==> src/rtl/dm_arbiter_pkg.sv <==
// rtl/dm_arbiter_pkg.sv - shared state encoding and constants for the DM arbiter
package dm_arbiter_pkg;

  typedef enum logic [1:0] {
    IDLE  = 2'd0,
    MERGE = 2'd1,
    ACK   = 2'd2
  } state_t;

  localparam logic [3:0] BE_FULL = 4'hF;

  // DM is word-addressed; the byte offset never reaches it
  function automatic logic [31:0] word_align(input logic [31:0] a);
    return {a[31:2], 2'b00};
  endfunction

endpackage

==> src/rtl/be_merge.sv <==
// rtl/be_merge.sv - byte-enable merge of a new store word into an old DM word
module be_merge (
  input  logic [31:0] old_word,
  input  logic [31:0] new_word,
  input  logic [3:0]  be,
  output logic [31:0] merged
);

  // take byte k from the new word when its enable is set, else keep the old byte
  always_comb begin
    merged = old_word;
    for (int k = 0; k < 4; k++) begin
      if (be[k]) merged[8*k +: 8] = new_word[8*k +: 8];
    end
  end

endmodule

==> src/rtl/dm_arbiter.sv <==
// rtl/dm_arbiter.sv - two-port round-robin data-memory arbiter with partial-store merge
module dm_arbiter
  import dm_arbiter_pkg::*;
#(
  parameter logic INIT_LAST = 1'b1
) (
  input  logic        clk,
  input  logic        rst,
  input  logic        req0,
  input  logic        we0,
  input  logic [3:0]  be0,
  input  logic [31:0] addr0,
  input  logic [31:0] wdata0,
  input  logic [31:0] pc0,
  input  logic        req1,
  input  logic        we1,
  input  logic [3:0]  be1,
  input  logic [31:0] addr1,
  input  logic [31:0] wdata1,
  output logic        ack0,
  output logic [31:0] rdata0,
  output logic        ack1,
  output logic [31:0] rdata1,
  output logic [31:0] dm_addr,
  output logic [31:0] dm_wdata,
  output logic        dm_we,
  output logic [31:0] dm_pc,
  input  logic [31:0] dm_rdata
);

  state_t      state;
  logic        owner;
  logic        last;
  logic [31:0] addr_q;
  logic [31:0] merged_q;

  logic        gnt_valid;
  logic        gnt;
  logic        sel_we;
  logic [3:0]  sel_be;
  logic [31:0] sel_addr;
  logic [31:0] sel_wdata;
  logic        sel_partial;
  logic [31:0] merge_word;

  // pick the port to grant in IDLE: sole requester, or the one not served last
  always_comb begin
    gnt_valid   = req0 | req1;
    gnt         = (req0 & req1) ? ~last : req1;
    sel_we      = gnt ? we1    : we0;
    sel_be      = gnt ? be1    : be0;
    sel_addr    = gnt ? addr1  : addr0;
    sel_wdata   = gnt ? wdata1 : wdata0;
    sel_partial = (sel_be != BE_FULL) && (sel_be != 4'h0);
  end

  be_merge u_merge (
    .old_word (dm_rdata),
    .new_word (sel_wdata),
    .be       (sel_be),
    .merged   (merge_word)
  );

  // DM side: grant-cycle access in IDLE, merged write-back in MERGE, quiet in ACK
  always_comb begin
    dm_we    = 1'b0;
    dm_addr  = 32'h0;
    dm_wdata = 32'h0;
    dm_pc    = 32'h0;
    case (state)
      IDLE: begin
        if (gnt_valid) begin
          dm_addr  = word_align(sel_addr);
          dm_wdata = sel_wdata;
          dm_we    = sel_we & (sel_be == BE_FULL);
          dm_pc    = gnt ? 32'h0 : pc0;
        end
      end
      MERGE: begin
        dm_addr  = addr_q;
        dm_wdata = merged_q;
        dm_we    = 1'b1;
        dm_pc    = owner ? 32'h0 : pc0;
      end
      ACK: begin
        dm_pc = owner ? 32'h0 : pc0;
      end
      default: ;
    endcase
    // a reset arriving mid-merge must not let the pending write reach DM
    if (rst) dm_we = 1'b0;
  end

  // arbitration FSM with registered acks, load data and merge context
  always_ff @(posedge clk) begin
    if (rst) begin
      state    <= IDLE;
      owner    <= 1'b0;
      last     <= INIT_LAST;
      addr_q   <= 32'h0;
      merged_q <= 32'h0;
      rdata0   <= 32'h0;
      rdata1   <= 32'h0;
      ack0     <= 1'b0;
      ack1     <= 1'b0;
    end else begin
      ack0 <= 1'b0;
      ack1 <= 1'b0;
      case (state)
        IDLE: begin
          if (gnt_valid) begin
            owner <= gnt;
            last  <= gnt;
            if (!sel_we) begin
              if (gnt) rdata1 <= dm_rdata;
              else     rdata0 <= dm_rdata;
            end
            if (sel_we && sel_partial) begin
              merged_q <= merge_word;
              addr_q   <= word_align(sel_addr);
              state    <= MERGE;
            end else begin
              ack0  <= ~gnt;
              ack1  <= gnt;
              state <= ACK;
            end
          end
        end
        MERGE: begin
          ack0  <= ~owner;
          ack1  <= owner;
          state <= ACK;
        end
        ACK:     state <= IDLE;
        default: state <= IDLE;
      endcase
    end
  end

endmodule

==> config.mk <==
export PLATFORM = sky130hd
export DESIGN_NAME = dm_arbiter
export DESIGN_NICKNAME = d
export VERILOG_FILES = /design/src/rtl/dm_arbiter_pkg.sv /design/src/rtl/be_merge.sv /design/src/rtl/dm_arbiter.sv
export SDC_FILE = /design/constraint.sdc
export NUM_CORES = 1
export LEC_CHECK = 0
export CAP_MARGIN = 20
export CELL_PAD_IN_SITES_DETAIL_PLACEMENT = 1
export CELL_PAD_IN_SITES_GLOBAL_PLACEMENT = 2
export CORE_ASPECT_RATIO = 0.7
export CORE_MARGIN = 2
export CORE_UTILIZATION = 22
export CTS_BUF_LIST = sky130_fd_sc_hd__clkbuf_4 sky130_fd_sc_hd__clkbuf_8
export DETAILED_ROUTE_END_ITERATION = 6
export GPL_TIMING_DRIVEN = 0
export MAX_ROUTING_LAYER = met4
export PLACE_DENSITY = 0.81
export REMOVE_ABC_BUFFERS = 1
export SETUP_SLACK_MARGIN = 0.3
export SKIP_CTS_REPAIR_TIMING = 1
export SYNTH_ARGS = -nofsm -noshare
export SYNTH_HDL_FRONTEND = slang
export SYNTH_SLANG_ARGS = --single-unit
==> constraint.sdc <==
create_clock -name clk -period 2 [get_ports clk]
set_input_delay 0.3 -clock clk [delete_from_list [all_inputs] [get_ports clk]]
set_output_delay 0.3 -clock clk [all_outputs]
set_load 0.02 [all_outputs]
==> out/results.ini <==
[setup_path]
cp_num_buf_inv=3
crit_slowest_cell=dfxtp_4
startpoint=last
cp.depth=7
crit_fanout=6
start_kind=flop
required_ps=1700
slowest_delay_ps=370
regToRegEndpoint=rdata1[1]
worstSetupPathType=reg -> out
critPathTopFamily=compound AO/OA/AOI/OAI gates
cp_data_arrival_time_ps=2210
r2r-start=last
path_cells=a21bo_4, buf_8, clkbuf_16, or3_1, a21o_1, a21oi_2, buf_6
reg2regPathDepth=9
r2r_slack_ps=-270
endpoint_kind=output port
endpoint=dm_we

[power_and_ir_drop]
p_total_mw=9.87
leakagePower_nw=5.50
peakVddDrop_uv=386
power.density_mw_per_mm2=754

[outcome]
failed_checks=setup timing
status=complete, but fails checks

[detailed_routing]
drt-total-wl_um=38700
viasPerCell=4.96
ant_nets=0
vias=8708
drc=0
drtIter0Drc=411
first_pass_iters=5
wl_per_cell_um=22.1

[sta]
timing.fmax_mhz=399
post-route-min-period_ps=2510
worst_slack_ps=-509
relSlewSlack=0.402
period_share=1.25
tightestPinTransition_ps=893
skew_ps=19.0
rsz0062_at_grt=true
slew_violations=0
hold_viol=0
setup_viol=194

[die]
start_util=0.222
rows=56
dieArea_mm2=0.0350
die_h_um=157
chipWidth_um=223
io_pins=369
core_area_mm2=0.0333

[cts]
clockBufferDepth=2
cts_buffers=17
cts_num_sinks=132
cts.clk_slew.worst_paths_ps=90
cts_tree=built
ctsRootBufferMaster=clkbuf_8
clk-insertion-delay-late_ps=470
htree_num_levels=4

[yosys]
synth_seq_cells=132
synth_cells=920
synthFlopType=dfxtp_1
async_reset_ff_frac=0
synth_cell_type_count=40
avgSynthCellArea_um2=8.02
syn_area_mm2=0.00738
synth_edf_count=0
synth_sequential_area_ratio=0.358
synth_warnings=0

[cells_and_area]
nFillCells=3847
layout_common_cells=clkdlybuf4s50_1 (260), nand2_1 (232), dfxtp_1 (129)
layout_commonest_cell=clkdlybuf4s50_1
drive_gt1_frac=0.212
fin_cells=1755
syn2layout_area_growth_pct=77.4
fin_nets=1514

[place]
place.gp.congestion=0.723
placed_cells=1642
place_ws_ps=-2210
port_buffers=362
dp_hpwl_um=24500

[grt]
grt_pass1_wl_um=51800
antenna_found_initial=1
grt_pass1_vias=8634
grt_start_max_net_pins=72
grt_overflow=0
grtUsageTotal=0.198

[worst_hold_path]
hold_path_class=in -> reg

[flow_run]
max-cap-violations=0

## worst reg2reg max path, delay by kind of cell, from the launching register on
family / cells / cell delay (ps)
buf+inv: 5 / 810
compound gates: 2 / 400
flops: 1 / 370
simple gates: 2 / 600
## state kept, by name, summed over array words and instances, names as in the netlist
register	count
state	2
ack0	1
ack1	1
addr_q	30
merged_q	32
last	1
rdata1	32
owner	1
rdata0	32
## metrics by stage
step / hold WS (ps) / utilization / cell area [um^2] / setup TNS, ps
2_1_floorplan: 369 / - / 6990 / -490130
3_3_place_gp: 441 / 0.335 / 11200 / -1383750
3_5_place_dp: 446 / 0.347 / 11600 / -326520
4_1_cts: 390 / 0.361 / 12000 / -263270
5_1_grt: 415 / 0.393 / 13100 / -57070
6_report: 424 / 0.393 / 13100 / -38960
## logic make-up after synthesis
logic type | share of synthesized area
muxes | 0.128
DFF | 0.358
buffers and inverters | 0.0563
adders and majority gates | 0.00509
AOI/OAI and AO/OA | 0.256
other | 0.000508
and+or+nand+nor | 0.196
## worst min path at each step
stage,depth (start not counted),start,slack (ps),to
3_3_place_gp,2,rdata1[4],440,rdata1[4]
2_1_floorplan,1,rst,370,owner
3_5_place_dp,2,rdata0[9],450,rdata0[9]
6_report,2,rst,420,ack0
5_1_grt,2,rst,420,ack1
4_1_cts,2,rst,390,ack0
## final cells by class
class / instances / area, um^2 / area share
flip-flops and latches: 132 / 2650 / 0.203
inverters: 5 / 26.3 / 0.00201
repair buffers: 454 / 4660 / 0.356
multi-input cells: 695 / 4730 / 0.361
well taps: 435 / 544 / 0.0416
diodes: 2 / 5.00 / 0.000382
clock inverters: 12 / 201 / 0.0154
clock buffers: 20 / 269 / 0.0206
## report_power, final
group / internal (mW) / switching (mW)
registers: 2.85 / 0.123
logic: 1.94 / 2.15
clock network: 1.57 / 1.24
## cells in the mapped netlist, types with 2 or more instances
master     instances  area, um^2
clkbuf_1          66         248
inv_1              4        15.0
mux2i_1           94         941
nor2_1             6        22.5
ha_1               3        37.5
and2_1            37         231
buf_2             14        70.1
nor2b_1            2        12.5
a221o_1           32         320
buf_1              5        18.8
a21oi_1           68         340
o21ai_0           63         315
o211a_1           30         300
nand3_1            2        10.0
o31a_1             2        17.5
dfxtp_1          132        2640
o2111ai_1         32         280
nand2_1          235         882
or3_1             34         213
nor3_2             2        20.0
o211ai_1          30         225
o21a_1             2        15.0
buf_4              8        60.1
## metal layers
metal / GRT usage / wire length [um]
met1: 0.253 / 18100
met2: 0.308 / 17700
met3: 0.0564 / 2360
met4: 0.0483 / 479
met5: - / 0
No activity file was read; power rests on OpenSTA's default activity.
